### src/rtl/fp8_int_to_fp_pkg.sv
// Shared FP8 E5M2 definitions: field widths, exponent bias, rounding modes
// and the integer-to-FP8 converter state encoding.
package fp8_int_to_fp_pkg;

  localparam int FP8_E5M2_WIDTH     = 8;
  localparam int FP8_E5M2_EXP_WIDTH = 5;
  localparam int FP8_E5M2_MAN_WIDTH = 2;
  localparam int FP8_E5M2_BIAS      = 15;

  typedef enum logic [1:0] {
    ROUND_NEAREST,
    ROUND_UPWARD,
    ROUND_DOWNWARD,
    ROUND_ZERO
  } rounding_mode_t;

  typedef enum logic [1:0] {
    IDLE,
    NORM,
    ROUND,
    DONE
  } int2fp_state_t;

endpackage

### src/rtl/fp8_int_to_fp_if.sv
// Valid/ready bus for the integer-to-FP8 converter: integer operand in,
// packed E5M2 result out.
interface fp8_int_to_fp_if
  import fp8_int_to_fp_pkg::*;
#(
  parameter int INT_WIDTH = 16,
  parameter int WIDTH     = FP8_E5M2_WIDTH
);

  logic                 in_valid;
  logic                 in_ready;
  logic [INT_WIDTH-1:0] int_in;
  logic                 out_valid;
  logic                 out_ready;
  logic [WIDTH-1:0]     result;

  modport master (
    output in_valid,
    input  in_ready,
    output int_in,
    input  out_valid,
    output out_ready,
    input  result
  );

  modport slave (
    input  in_valid,
    output in_ready,
    input  int_in,
    output out_valid,
    input  out_ready,
    output result
  );

endinterface

### src/rtl/fp8_round_pack.sv
// Combinational round-and-pack stage for FP8 results: takes a normalised
// sign/exponent/mantissa with guard and sticky bits, applies the rounding
// mode, propagates a mantissa carry into the exponent and packs the fields.
module fp8_round_pack
  import fp8_int_to_fp_pkg::*;
#(
  parameter rounding_mode_t ROUNDING  = ROUND_NEAREST,
  parameter int             WIDTH     = FP8_E5M2_WIDTH,
  parameter int             EXP_WIDTH = FP8_E5M2_EXP_WIDTH,
  parameter int             MAN_WIDTH = FP8_E5M2_MAN_WIDTH
) (
  input  logic                 sign,
  input  logic [EXP_WIDTH-1:0] exp,
  input  logic [MAN_WIDTH-1:0] man,
  input  logic                 g,
  input  logic                 s,
  output logic [WIDTH-1:0]     packed_out
);

  logic                 inc;
  logic [MAN_WIDTH:0]   man_sum;
  logic [EXP_WIDTH-1:0] exp_out;

  // Increment decision for the selected rounding mode, then carry handling.
  always_comb begin
    inc = 1'b0;
    case (ROUNDING)
      ROUND_NEAREST:  inc = g && (s || man[0]);
      ROUND_UPWARD:   inc = (g || s) && !sign;
      ROUND_DOWNWARD: inc = (g || s) && sign;
      ROUND_ZERO:     inc = 1'b0;
      default:        inc = 1'b0;
    endcase
    man_sum = {1'b0, man} + {{MAN_WIDTH{1'b0}}, inc};
    // On carry-out the low mantissa bits are already zero: 1.11 + ulp = 10.00.
    exp_out = man_sum[MAN_WIDTH] ? exp + EXP_WIDTH'(1) : exp;
    packed_out = {sign, exp_out, man_sum[MAN_WIDTH-1:0]};
  end

endmodule

### src/rtl/fp8_int_to_fp.sv
// Multi-cycle signed integer to FP8 E5M2 converter. The magnitude is
// normalised one bit per cycle in a shift register, then rounded and packed.
//
//   state | meaning
//   IDLE  | ready for a new operand (in_ready)
//   NORM  | shifting magnitude left until its MSB is set, counting shifts
//   ROUND | leading one at MSB; round, pack and register the result
//   DONE  | result valid, held until out_ready
module fp8_int_to_fp
  import fp8_int_to_fp_pkg::*;
#(
  parameter rounding_mode_t ROUNDING  = ROUND_NEAREST,
  parameter int             INT_WIDTH = 16,
  parameter int             WIDTH     = FP8_E5M2_WIDTH,
  parameter int             EXP_WIDTH = FP8_E5M2_EXP_WIDTH,
  parameter int             MAN_WIDTH = FP8_E5M2_MAN_WIDTH
) (
  input  logic             clock,
  input  logic             reset,
  fp8_int_to_fp_if.slave   bus
);

  localparam int MSB     = INT_WIDTH - 1;
  localparam int CNT_W   = $clog2(INT_WIDTH);
  localparam int EXP_TOP = INT_WIDTH - 1 + FP8_E5M2_BIAS;
  // Bits below the leading one, padded so guard/sticky exist for tiny widths.
  localparam int LOW_W   = INT_WIDTH + MAN_WIDTH + 1;

  int2fp_state_t        state_q, state_d;
  logic                 sign_q;
  logic [INT_WIDTH-1:0] mag_q;
  logic [CNT_W-1:0]     cnt_q;
  logic [WIDTH-1:0]     result_q;

  logic [INT_WIDTH-1:0] abs_in;
  logic [LOW_W-1:0]     mag_low;
  logic [EXP_WIDTH-1:0] exp_biased;
  logic [MAN_WIDTH-1:0] man;
  logic                 g;
  logic                 s;
  logic [WIDTH-1:0]     packed_res;

  // Two's-complement magnitude; the most negative value maps to 2^(W-1).
  assign abs_in = bus.int_in[MSB] ? (~bus.int_in + INT_WIDTH'(1)) : bus.int_in;

  assign mag_low    = {mag_q[MSB-1:0], {(MAN_WIDTH + 2){1'b0}}};
  assign man        = mag_low[LOW_W-1 -: MAN_WIDTH];
  assign g          = mag_low[LOW_W-1-MAN_WIDTH];
  assign s          = |mag_low[LOW_W-2-MAN_WIDTH:0];
  assign exp_biased = EXP_WIDTH'(EXP_TOP) - EXP_WIDTH'(cnt_q);

  fp8_round_pack #(
    .ROUNDING  (ROUNDING),
    .WIDTH     (WIDTH),
    .EXP_WIDTH (EXP_WIDTH),
    .MAN_WIDTH (MAN_WIDTH)
  ) u_round_pack (
    .sign       (sign_q),
    .exp        (exp_biased),
    .man        (man),
    .g          (g),
    .s          (s),
    .packed_out (packed_res)
  );

  assign bus.in_ready  = (state_q == IDLE);
  assign bus.out_valid = (state_q == DONE);
  assign bus.result    = result_q;

  // State register.
  always_ff @(posedge clock) begin
    if (reset) state_q <= IDLE;
    else       state_q <= state_d;
  end

  // Next-state logic.
  always_comb begin
    state_d = state_q;
    case (state_q)
      IDLE:    if (bus.in_valid) state_d = (abs_in == '0) ? DONE : NORM;
      NORM:    if (mag_q[MSB]) state_d = ROUND;
      ROUND:   state_d = DONE;
      DONE:    if (bus.out_ready) state_d = IDLE;
      default: state_d = IDLE;
    endcase
  end

  // Operand capture, normalising shift/count and result register.
  always_ff @(posedge clock) begin
    if (reset) begin
      sign_q   <= 1'b0;
      mag_q    <= '0;
      cnt_q    <= '0;
      result_q <= '0;
    end else begin
      case (state_q)
        IDLE: if (bus.in_valid) begin
          sign_q <= bus.int_in[MSB];
          mag_q  <= abs_in;
          cnt_q  <= '0;
          if (abs_in == '0) result_q <= '0;
        end
        NORM: if (!mag_q[MSB]) begin
          mag_q <= mag_q << 1;
          cnt_q <= cnt_q + CNT_W'(1);
        end
        ROUND: result_q <= packed_res;
        default: ;
      endcase
    end
  end

endmodule

### src/flat_wrapper.sv
// flat-port wrapper written by rule: the top's interface ports become plain ports
module fp8_int_to_fp_flat import fp8_int_to_fp_pkg::*;
#(
  parameter rounding_mode_t ROUNDING  = ROUND_NEAREST,
  parameter int             INT_WIDTH = 16,
  parameter int             WIDTH     = FP8_E5M2_WIDTH,
  parameter int             EXP_WIDTH = FP8_E5M2_EXP_WIDTH,
  parameter int             MAN_WIDTH = FP8_E5M2_MAN_WIDTH
)
  (clock, reset, bus_in_valid, bus_in_ready, bus_int_in, bus_out_valid, bus_out_ready, bus_result);
  fp8_int_to_fp_if #(.INT_WIDTH(INT_WIDTH), .WIDTH(WIDTH)) bus_i ();
  input  logic clock;
  input  logic reset;
  input wire logic [$bits(bus_i.in_valid)-1:0] bus_in_valid;
  output wire logic [$bits(bus_i.in_ready)-1:0] bus_in_ready;
  input wire logic [$bits(bus_i.int_in)-1:0] bus_int_in;
  output wire logic [$bits(bus_i.out_valid)-1:0] bus_out_valid;
  input wire logic [$bits(bus_i.out_ready)-1:0] bus_out_ready;
  output wire logic [$bits(bus_i.result)-1:0] bus_result;
  assign bus_i.in_valid = bus_in_valid;
  assign bus_in_ready = bus_i.in_ready;
  assign bus_i.int_in = bus_int_in;
  assign bus_out_valid = bus_i.out_valid;
  assign bus_i.out_ready = bus_out_ready;
  assign bus_result = bus_i.result;
  fp8_int_to_fp #(.ROUNDING(ROUNDING), .INT_WIDTH(INT_WIDTH), .WIDTH(WIDTH), .EXP_WIDTH(EXP_WIDTH), .MAN_WIDTH(MAN_WIDTH)) u_core (.clock(clock), .reset(reset), .bus(bus_i));
endmodule
### config.mk
export PLATFORM = sky130hd
export DESIGN_NAME = fp8_int_to_fp_flat
export DESIGN_NICKNAME = d
export VERILOG_FILES = /design/src/rtl/fp8_int_to_fp_pkg.sv /design/src/rtl/fp8_int_to_fp_if.sv /design/src/rtl/fp8_round_pack.sv /design/src/rtl/fp8_int_to_fp.sv /design/src/flat_wrapper.sv
export SDC_FILE = /design/constraint.sdc
export NUM_CORES = 1
export LEC_CHECK = 0
export ABC_AREA = 0
export CAP_MARGIN = 10
export CORE_UTILIZATION = 59
export DETAILED_ROUTE_END_ITERATION = 10
export GPL_TIMING_DRIVEN = 1
export MAX_ROUTING_LAYER = met4
export PLACE_DENSITY = 0.88
export SLEW_MARGIN = 20
export SYNTH_ARGS = -nofsm -noshare
export SYNTH_HDL_FRONTEND = slang
export SYNTH_HIERARCHICAL = 1
export SYNTH_SLANG_ARGS = --single-unit
export TNS_END_PERCENT = 30
### constraint.sdc
create_clock -name clock -period 5.8 [get_ports clock]
set_clock_uncertainty 0.2 [all_clocks]
set_input_delay 1.74 -clock clock [delete_from_list [all_inputs] [get_ports clock]]
set_output_delay 1.74 -clock clock [all_outputs]
set_load 0.05 [all_outputs]
Word-level counts from Yosys, hierarchy flattened
Index checks and enable logic that the tools add are counted.
- bits in registers: 31
- input bits: 20
- reduce and logical (&&, ||, !) cells: 12
- add/subtract/negate cells: 5
- equal/unequal tests: 8
- bitwise logic cells: 1
- muxes and demuxes: 16
- operators by type and width (operator ; count):
    2-to-1 mux 16 bit ; 3
    case mux 16 bit (2 select lines) ; 1
    adder 16 x 1 -> 16 bit, second input constant ; 1
    logical NOT 16 bit ; 1
    2-to-1 mux 8 bit ; 2
    inverter 16 bit ; 1
    case mux 8 bit (2 select lines) ; 1
    OR reduction 12 bit ; 1
    AND reduction 3 bit ; 3
    2-to-1 mux 2 bit ; 4
    2-to-1 mux 4 bit ; 2
    case mux 2 bit (4 select lines) ; 1
    case mux 4 bit (2 select lines) ; 1
    inequality test 2 x 1 -> 1 bit, second input constant ; 3
    adder 5 x 1 -> 5 bit, second input constant ; 1
    2-to-1 mux 5 bit ; 1
    subtractor 5 x 4 -> 5 bit, first input constant ; 1
    adder 4 x 1 -> 4 bit, second input constant ; 1
    == test 2 bit, second input constant ; 2
    inequality test 2 bit, second input constant ; 2
    AND reduction 2 bit ; 2
    nonzero test 2 bit ; 2
    adder 2 x 1 -> 3 bit ; 1
    == test 2 x 1 -> 1 bit, second input constant ; 1
    other kinds (3) ; 3

Longest topological paths before layout
- word-level depth: 7
- mapped depth: 11
- depth with buffers taken out: 9

Modules after synthesis
Netlist, hierarchy kept.
- by module, submodules not included (module ; instances ; seq. area each (um^2) ; area each (um^2) ; cells an instance):
    fp8_int_to_fp ; 1 ; 620.6 ; 2120.8 ; 264
    fp8_round_pack ; 1 ; 0.0 ; 115.1 ; 13

Worst setup path after synthesis
No wires, ideal clock.
- path type: input to register
- from: input port bus_int_in[6]
- to: register u_core.result_q[0] (netlist: u_core/bus.result[0])
- slack: 1.325 ns
- data arrival time: 4.153 ns
- stages: 10
- library setup time: 0.122 ns
- required time: 5.478 ns
- path through: buf_2 -> or4_4 -> buf_6 -> or4b_4 -> xor2_1 -> nor3b_4 -> o21ai_1 -> or2_1 -> buf_6 -> a221o_1
- cells in the longest elaborated chain, start to end: 6
- ends and longest elaborated chain (element ; line ; text):
    from (decl) ; flat_wrapper.sv:16 ; input wire logic [$bits(bus_i.int_in)-1:0] bus_int_in;
    inverter 16 bit ; fp8_int_to_fp.sv:44 ; assign abs_in = bus.int_in[MSB] ? (~bus.int_in + INT_WIDTH'(1)) : bus.int_in;
    adder 16 x 1 -> 16 bit ; fp8_int_to_fp.sv:44 ;
    2-to-1 mux 16 bit (*) ; fp8_int_to_fp.sv:44 ;
    logical NOT 16 bit (*) ; fp8_int_to_fp.sv:101 ; if (abs_in == '0) result_q <= '0;
    inequality test 2 x 1 -> 1 bit (no source line) (*) ; -- ;
    AND reduction 3 bit (no source line) (*) ; -- ;
    to (signal assigned) ; fp8_int_to_fp.sv:107 ; ROUND: result_q <= packed_res;
    to (decl) ; fp8_int_to_fp.sv:33 ; logic [WIDTH-1:0] result_q;
Every way passes the cells marked *; elsewhere a longest branch is shown, timed or not.
A chain may end at the register's enable or synchronous reset.

Worst setup path after layout
- from: input port bus_int_in[5]
- to: register u_core.result_q[4] (netlist: u_core/bus.result[4])
The elaborated chain is that of the path after synthesis.

==> impl_results.md <==
* Status: complete, no violations
* Max stage delay cell, worst path: or4_4
* Setup slack, reg-to-reg at 2.89 ns
* Main synth FF type: dfxtp_1
* Crit path cell chain: clkdlybuf4s50_1 > or4_4 > o41ai_1 > xor2_1 > and4_1 > nand3_1 > or2_1 > a221o_1
* Worst-margin pin slew at 0.874 ns
* Clk Latency, worst-skew pair at 0.27 ns
* Total power at 1.12 mW
* Avg Cell Area, Syn at 8.07 sq um
* Area leader, netlist: dfxtp_1
* Detailed-route DRC error count at 0
* Finished Layout Cells at 340
* Setup TNS at 0 ns
* First-pass GRT wire length at 8.76 mm
* Antenna violations before repair at 0
* Via density at 6.19
* Slew Viols, Final at 0
* Pwr Density at 438 nW/um^2
* Final Core Density at 0.701
* Final nets at 321
* GRT met2 Usage at 0.408
* Mapped Cells at 277
* Number of global-route vias before repair at between 1,500 and 2,000
* Clk buf depth at 2
* Worst path required time at 5.76 ns
* Final setup viols at 0
* Leakage at 0.952 nW
* WP buf/inv at 1
* GRT Total Usage at 0.281
* Most common cell in the netlist: dfxtp_1
* DP HPWL at around 3.8 mm
* Max Cap Violations at 0
* Hold wc startpoint: u_core/mag_q[1]
* Post_cts resized at 0
* Core Region at 3660 sq um
* RePlAce Congestion at 0.892
* Async S/R FF share, synth at 0
* Reg clk slew, reported paths at about 0.06 ns
* Crit path kind: input pin to flop
* CTS Buf Count at 5
* H-tree lvl count at 2
* Count of flip-flops with a built-in enable after synthesis at 0
* Starting density of the core at 0.611
* Via count at 2,106
* CP max FO at 10
* Syn nets at around 310
* Setup repair bufs after CTS at 0
* Routed WL at 5.18 mm
* CP Launch Type: input pin
* DIE HEIGHT at roughly 64 um
* Synth top area share at 0.278
* Slowest stage delay, CP at between 0.6 and 0.7 ns
* Flops & latches, synth at 31
* Synth warn at 6
* IO Pins at 30
* Most instantiated cells after synthesis: dfxtp_1 (31), nor2_1 (20), nand2_1 (18), clkbuf_1 (15), o21ai_0 (15)
* Placed insts at ~330
* GR Overflow Total at 0
* Largest net degree at the start of global routing at 29
* Reg-to-reg startpoint: u_core/state_q[1]
* Period utilization at 0.833
* Final instance area at 2570 sq um
* Setup WS pre-CTS at approximately 0.71 ns
* Unrepaired setup endpoints after global routing: false
* CTS tree: built
* CP endpoint kind: flop
* Min Tclk post-route at ~4.8 ns
* CTS Root Cell: clkbuf_8
* Busiest grt layer: met2
* Hold path cells at 2
* Final hold viol count at 0
* Hold/Removal Path Class: flop to flop
* Dominant cells by area after synthesis: dfxtp_1 (28%), ha_1 (5.0%), xor2_1 (4.7%), and4_1 (4.3%), a221o_1 (3.6%)
* Ant. Diodes at 0
* Worst r2r path cells at 8
* Wire per inst at 15.2 um
* Area grow syn2layout at 14.8%
* Met3 Use GR at 0.0489
* Mapped Area at 2240 sq um
* Worst endpoint data arrival time at 4.79 ns
* Die X at 63.6 um
* Share of the yosys chip area belonging to registers at 0.278
* Delay-heaviest family, CP: simple AND/OR/NAND/NOR gates
* Reg-to-reg endpoint: u_core/cnt_q[2]
* Input/output buffers at 29
* Drt first pass iters at 4
* Max-slew headroom at 0.418
* Number of routed nets with antenna violations at 0
* Hold endpoint: u_core/mag_q[1]
* Crit path depth at 8
* DR iter-0 viols at roughly 180
* Die area at around 4000 sq um
* PnR worst setup slack at 0.971 ns
* Netlist cell types at 54
* Filler Cells Inserted at 300
* Fraction of layout cells with a size suffix above 1 at 0.0548
* Row count at 22
* IR drop worst, VDD at 256 uV
* GR met1 Demand/Resource at 0.399
* Cts hold-fix bufs at 0
* Area after DPL at 2480 sq um
* TritonCTS sink count at 31
* Hold_ws at 0.285 ns
* FMAX at between 0.2 and 0.25 GHz
[cells in the final DEF (no fill, tap or decap), types with 2 or more instances in the layout]
cell type | synthesis | final
dfxtp_1 | 31 | 31
clkdlybuf4s50_1 | 0 | 29
nor2_1 | 20 | 20
nand2_1 | 18 | 18
o21ai_0 | 15 | 15
a21oi_1 | 14 | 14
nand3_1 | 13 | 13
xor2_1 | 12 | 12
inv_1 | 12 | 12
and4_1 | 11 | 11
and3_1 | 9 | 9
ha_1 | 9 | 9
xnor2_1 | 8 | 8
a221o_1 | 8 | 8
o211ai_1 | 7 | 7
clkbuf_8 | 0 | 6
nor4_1 | 5 | 5
nand2b_1 | 5 | 5
nor2b_1 | 4 | 4
o31ai_1 | 4 | 4
o221ai_1 | 4 | 4
a31oi_1 | 4 | 4
a211oi_1 | 4 | 4
and2_1 | 3 | 3
or3_1 | 3 | 3
o41ai_1 | 3 | 3
nor3_1 | 3 | 3
or4_1 | 2 | 2
nand3b_1 | 2 | 2
nand4_1 | 2 | 2
[how the worst max path moves through the flow]
stage                  startpoint                   end
floorplan           bus_int_in[6]  u_core/bus.result[0]
global placement    bus_int_in[5]  u_core/bus.result[2]
detailed placement  bus_int_in[5]  u_core/bus.result[5]
CTS                 bus_int_in[0]  u_core/bus.result[4]
global route        bus_int_in[5]  u_core/bus.result[4]
finish              bus_int_in[5]  u_core/bus.result[4]
[layer usage]
layer / routed length [um] / vias up / share of wire
met1: 2480 / 980 / 0.48
met3: 248 / 2 / 0.048
met2: 2420 / 69 / 0.47
met4: 29 / 0 / 0.0056
li1: - / 1055 / -
met5: 0 / - / 0
[layout make-up]
class / count / area, sq um / share of cell area
Inverter: 13 / 48.8 / 0.0190
Sequential cell: 31 / 621 / 0.242
Clock buffer: 6 / 82.6 / 0.0322
Tap cell: 48 / 60.1 / 0.0234
Clock inverter: 1 / 5.00 / 0.00195
Multi-Input combinational cell: 212 / 1460 / 0.569
Timing Repair Buffer: 29 / 290 / 0.113
[registers in the layout, summed over array words and instances (netlist names)]
signal and count:
u_core/mag_q 16, u_core/bus.result 8, u_core/cnt_q 4, u_core/state_q 2, u_core/sign_q 1
[cell families after synthesis]
logic type,count (synthesis),share of synthesized area
AOI/OAI and AO/OA,74,0.238
xor gates and xnor gates,20,0.0783
adders and majority gates,9,0.0504
buffers and inverters,34,0.0694
DFF,31,0.278
muxes,2,0.00951
and+or+nand+nor,107,0.276
[worst min-delay path, delay by kind of cell (launching register included)]
family,cells,cell delay [ns]
compound gates,1,0.06
flops,1,0.32
simple gates,1,0.06
[power by group]
group	switching, mW	internal [mW]	total, mW
sequential	0.0759	0.297	0.373
clock	0.0748	0.0929	0.168
combinational	0.368	0.215	0.583
(Power assumes the default switching activity.)
